## src/rtl/pipe_ctrl_pkg.sv

```systemverilog
// Shared pipeline-control encodings: forwarding-mux selects and result-source selects.
// Imported by the ID/EX register, the execute operand muxes and the hazard/forward unit.
package pipe_ctrl_pkg;

  localparam logic [1:0] FWD_NONE = 2'b00;
  localparam logic [1:0] FWD_WB   = 2'b01;
  localparam logic [1:0] FWD_MEM  = 2'b10;

  localparam logic [1:0] RES_ALU  = 2'b00;
  localparam logic [1:0] RES_LOAD = 2'b01;
  localparam logic [1:0] RES_PC4  = 2'b10;

endpackage

```

## src/rtl/sat_counter.sv

```systemverilog
// Saturating event counter that holds at all-ones instead of wrapping.
// Latency: q reflects inc one cycle later; rst takes priority over clr, and clr over inc.
module sat_counter #(
  parameter int W = 32
) (
  input  logic         clk,
  input  logic         rst,
  input  logic         clr,
  input  logic         inc,
  output logic [W-1:0] q
);

  always_ff @(posedge clk) begin
    if (rst) begin
      q <= '0;
    end else if (clr) begin
      q <= '0;
    end else if (inc && (q != {W{1'b1}})) begin
      q <= q + 1'b1;
    end
  end

endmodule

```

## src/rtl/hazard_forward_unit.sv

```systemverilog
// Operand forwarding, load-use stall and branch flush control, with stall/flush event counters.
// Latency: controls are combinational (0 cycles); M/W shadows and counters update on posedge.
module hazard_forward_unit
  import pipe_ctrl_pkg::*;
#(
  parameter int CNT_W  = 32,
  parameter int REG_AW = 5
) (
  input  logic              clk,
  input  logic              rst,
  input  logic [REG_AW-1:0] Rs1D,
  input  logic [REG_AW-1:0] Rs2D,
  input  logic [REG_AW-1:0] Rs1E,
  input  logic [REG_AW-1:0] Rs2E,
  input  logic [REG_AW-1:0] RdE,
  input  logic              RegWriteE,
  input  logic [1:0]        ResultSrcE,
  input  logic              PCSrcE,
  input  logic              cnt_clr,
  output logic [1:0]        ForwardAE,
  output logic [1:0]        ForwardBE,
  output logic              StallF,
  output logic              StallD,
  output logic              FlushD,
  output logic              FlushE,
  output logic [CNT_W-1:0]  StallCount,
  output logic [CNT_W-1:0]  FlushCount
);

  logic [REG_AW-1:0] RdM, RdW;
  logic              RegWriteM, RegWriteW;
  logic              lw_stall;
  logic              eff_stall;

  // Bubbles reach here as RegWriteE=0 from the cleared ID/EX, so the shadows never stall.
  always_ff @(posedge clk) begin
    if (rst) begin
      RdM       <= '0;
      RdW       <= '0;
      RegWriteM <= 1'b0;
      RegWriteW <= 1'b0;
    end else begin
      RdM       <= RdE;
      RegWriteM <= RegWriteE;
      RdW       <= RdM;
      RegWriteW <= RegWriteM;
    end
  end

  function automatic logic [1:0] fwd_sel(
    input logic [REG_AW-1:0] src,
    input logic [REG_AW-1:0] rd_m,
    input logic              we_m,
    input logic [REG_AW-1:0] rd_w,
    input logic              we_w
  );
    if (we_m && (rd_m != '0) && (rd_m == src)) begin
      return FWD_MEM;
    end else if (we_w && (rd_w != '0) && (rd_w == src)) begin
      return FWD_WB;
    end
    return FWD_NONE;
  endfunction

  assign lw_stall  = (ResultSrcE == RES_LOAD) && RegWriteE && (RdE != '0) &&
                     ((RdE == Rs1D) || (RdE == Rs2D));
  // A taken branch squashes the Decode instruction, so its load-use hazard is moot.
  assign eff_stall = lw_stall && !PCSrcE;

  always_comb begin
    ForwardAE = FWD_NONE;
    ForwardBE = FWD_NONE;
    StallF    = 1'b0;
    StallD    = 1'b0;
    FlushD    = 1'b0;
    FlushE    = 1'b0;
    if (rst) begin
      FlushD = 1'b1;
      FlushE = 1'b1;
    end else begin
      ForwardAE = fwd_sel(Rs1E, RdM, RegWriteM, RdW, RegWriteW);
      ForwardBE = fwd_sel(Rs2E, RdM, RegWriteM, RdW, RegWriteW);
      if (PCSrcE) begin
        FlushD = 1'b1;
        FlushE = 1'b1;
      end else if (lw_stall) begin
        StallF = 1'b1;
        StallD = 1'b1;
        FlushE = 1'b1;
      end
    end
  end

  sat_counter #(.W(CNT_W)) u_stall_cnt (
    .clk (clk),
    .rst (rst),
    .clr (cnt_clr),
    .inc (eff_stall),
    .q   (StallCount)
  );

  sat_counter #(.W(CNT_W)) u_flush_cnt (
    .clk (clk),
    .rst (rst),
    .clr (cnt_clr),
    .inc (PCSrcE),
    .q   (FlushCount)
  );

endmodule

```

## config.mk

```make
export PLATFORM = sky130hd
export DESIGN_NAME = hazard_forward_unit
export DESIGN_NICKNAME = d
export VERILOG_FILES = /design/src/rtl/pipe_ctrl_pkg.sv /design/src/rtl/sat_counter.sv /design/src/rtl/hazard_forward_unit.sv
export SDC_FILE = /design/constraint.sdc
export NUM_CORES = 1
export LEC_CHECK = 0
export CORE_AREA = 2 2 94 96
export CTS_CLUSTER_SIZE = 24
export DETAILED_ROUTE_END_ITERATION = 7
export DIE_AREA = 0 0 96 98
export PLACE_DENSITY = 0.8
export SLEW_MARGIN = 25
export SYNTH_ARGS = -nofsm -noshare
export SYNTH_HDL_FRONTEND = slang
export SYNTH_HIERARCHICAL = 1
export SYNTH_SLANG_ARGS = --single-unit
```

## constraint.sdc

```tcl
create_clock -name clk -period 3.3 [get_ports clk]
set_input_delay 0.66 -clock clk [delete_from_list [all_inputs] [get_ports clk]]
set_output_delay 0.66 -clock clk [all_outputs]
set_load 0.02 [all_outputs]
```

==> results.yml <==
status:
  status: "finished, final reports clean"
sta:
  worstMarginPinSlew_ns: 0.773
  slew_violations: 0
  min_period_ns: 3.24
  relSlewSlack_pct: 48.0
  fmaxAchievable_mhz: 309
  finalSetupViolations: 0
  period_share_pct: 98.1
  finClkSkew_ns: 0.0116
  finalHoldViolCount: 0
synthesis:
  seq_area_frac_synth_pct: 37.9
  synthArstFlopShare_pct: 0
  ys.flop_type: "dfxtp_1"
  synth_cell_types: 45
  synth_warnings: 6
  ys_ff_latch: 76
  synth_area_um2: 4010
  synth_cells: 482
  syn_area_per_cell_um2: 8.33
  synth-edff-count: 0
  synth_nets: 516
finish:
  layout.nets: 633
  syn2layout_area_growth_pct: 37.4
  drive_gt1_share_pct: 10.1
  finalInstanceArea_um2: 5520
  final_core_utilization_pct: 65.1
  num_antenna_cells: 0
clock_network:
  cts_inserted_buffers: 9
  clock_latency_ns: 0.34
  ctsHoldBuffers: 0
  cts_tree: "yes"
  clock_path_buffers: 2
  clk_pin_slew_ns: 0.07
  cts-root-buf: "clkbuf_8"
  cts.sinks: 76
  htreeDepth: 3
route:
  drc_errors: 0
  dr.first_iter.drc_count: 115
  routedWlPerCell_um: 14.9
  finalWirelength_mm: 10.6
  vias: 4089
  ant_nets: 0
  viasPerCell: 5.75
  firstDrtPassIters: 4
place:
  numPortBuffers: 103
  placed_cell_area_um2: 5260
  dpl.hpwl_mm: 7.91
  gp_congestion: 0.913
global_route:
  grt_pass1_wl_mm: 17.8
  grt_max_degree: 31
  grt_antenna_before_repair: 0
  grt_pass1_vias: 3954
  grt-ovfl-total: 0
  track_usage_pct: 23.0
floorplanning:
  core_um2: 8470
  die_y_um: 98
  dieWidth_um: 96
  num_rows: 34
  ios: 104
  die_area_um2: 9410
  initial_utilization_pct: 47.4
pwr:
  power_density_nw_per_um2: 335
  p_leak_uw: 0.00179
  ir_drop_uv: 233
critical_path:
  rr_endpoint: "u_stall_cnt/q[0]$_SDFFE_PP0P_"
  reg2regPathDepth: 6
  endpoint_kind: "output pin"
  r2r_slack_ns: 0.63
  arrival_ns: 2.58
  worstPathRequired_ns: 2.64
  critPathKind: "primary input to output pin"
  r2r_start: "u_stall_cnt/q[11]$_SDFFE_PP0P_"
  cp-start-kind: "primary input"
  critPathMaxFanout: 3
  startpoint: "RdE[2]"
  cp-endpoint: "FlushE"
run:
  max_cap_viol_count: 0
min_path:
  hold_class: "flop to flop"
## report_power, final
part / switching (µW) / internal (µW) / total (µW)
sequential: 8.82 / 924 / 933
combinational: 69.3 / 75.5 / 145
clock: 345 / 423 / 768
## cell families (layout without fill, tap and decap cells)
logic type | after synthesis | count (layout) | share of synthesized area [%]
AO/OA/AOI/OAI | 113 | 113 | 18.2
AND/OR/NAND/NOR | 218 | 218 | 30.6
adder cells (fa/ha/maj) | 2 | 2 | 0.623
buffers and inverters | 29 | 150 | 3.05
flip-flops | 76 | 76 | 37.9
XOR/XNOR | 44 | 44 | 9.60
## metal layers
metal	wire (µm)	part of all wire (%)	up-vias	GRT usage, %
met5	0	0	-	0
met4	185	1.7	0	7.91
met3	451	4.3	16	4.09
met2	5460	52	99	40.7
met1	4490	42	1934	27.4
li1	-	-	2040	-
## sequential cells by signal (all words and copies together) (netlist names)
| register | cells |
|---|---|
| u_stall_cnt/q | 32 |
| RegWriteW | 1 |
| RdW | 5 |
| u_flush_cnt/q | 32 |
| RdM | 5 |
| RegWriteM | 1 |
## how the worst min path moves through the flow
stage / endpoint / start / slack, ns / cells after the start
6_report: RegWriteW$_SDFF_PP0_ / RegWriteM$_SDFF_PP0_ / 0.49 / 1
4_1_cts: RegWriteW$_SDFF_PP0_ / RegWriteM$_SDFF_PP0_ / 0.49 / 1
5_1_grt: RegWriteW$_SDFF_PP0_ / RegWriteM$_SDFF_PP0_ / 0.51 / 1
3_3_place_gp: RegWriteW$_SDFF_PP0_ / RegWriteM$_SDFF_PP0_ / 0.47 / 1
3_5_place_dp: RegWriteW$_SDFF_PP0_ / RegWriteM$_SDFF_PP0_ / 0.49 / 1
2_1_floorplan: RegWriteW$_SDFF_PP0_ / RegWriteM$_SDFF_PP0_ / 0.46 / 1
## critical path: stages
cell	delay, ns
clkdlybuf4s50_1	0.47
buf_4	0.16
or4_1	0.54
o2111ai_2	0.23
buf_4	0.15
o21bai_1	0.05
dlygate4sd2_1	0.32
## layout make-up
class	instances	area [µm²]
Fill cell	711	2950
Clock inverter	6	88.8
Clock buffer	9	124
Multi-Input combinational cell	377	2410
Tap cell	108	135
Timing Repair Buffer	126	1200
Inverter	9	33.8
Sequential cell	76	1520
## synth_stat cells, types with 6 or more instances
cell type,number,share of area (%)
dfxtp_1,76,38
nand2_1,38,3.6
nor2_1,34,3.2
a21oi_1,30,3.7
or3_1,30,4.7
nand3_1,27,3.4
o21ai_0,22,2.7
xnor2_1,22,4.8
xor2_1,22,4.8
nand4_1,18,2.8
nor3_1,15,1.9
nor2b_1,13,2.0
or4_1,12,2.2
clkbuf_1,11,1.0
o21ai_1,11,1.4
nor4_1,10,1.6
inv_1,9,0.84
a31oi_1,8,1.2
buf_2,8,1.0
a41o_1,6,1.5
o211ai_1,6,1.1
o31ai_1,6,1.1
## repair_timing
action	in CTS	in global routing
resized for setup	3	7
buffers inserted	0	1
endpoints found under the setup margin	3	14
pin swaps	0	1
## per-stage QoR
| step | hold slack [ns] | setup slack (ns) | cells | total power [µW] | TNS (ns) |
|---|---|---|---|---|---|
| finish | 0.487 | 0.0611 | 711 | 1850 | 0 |
| global route | 0.514 | -0.0191 | 711 | 1920 | -0.0419 |
| CTS | 0.495 | 0.00408 | 710 | 1860 | 0 |
| detailed placement | 0.485 | -0.314 | 695 | 1100 | -3.25 |
| global placement | 0.473 | -0.185 | 695 | 1090 | -1.47 |
| floorplan | 0.458 | 0.242 | 482 | 1020 | 0 |
## layout by cell type, fill, tap and decap left out, types with 12 or more instances in the layout
master,n
clkdlybuf4s50_1,99
nand3_1,27
nor2b_1,13
xnor2_1,22
a21oi_1,30
nor2_1,34
or3_1,30
dfxtp_1,76
xor2_1,22
nand4_1,18
buf_4,23
or4_1,12
o21ai_0,22
nand2_1,38
Note: power is estimated with default switching activity, not from simulation.
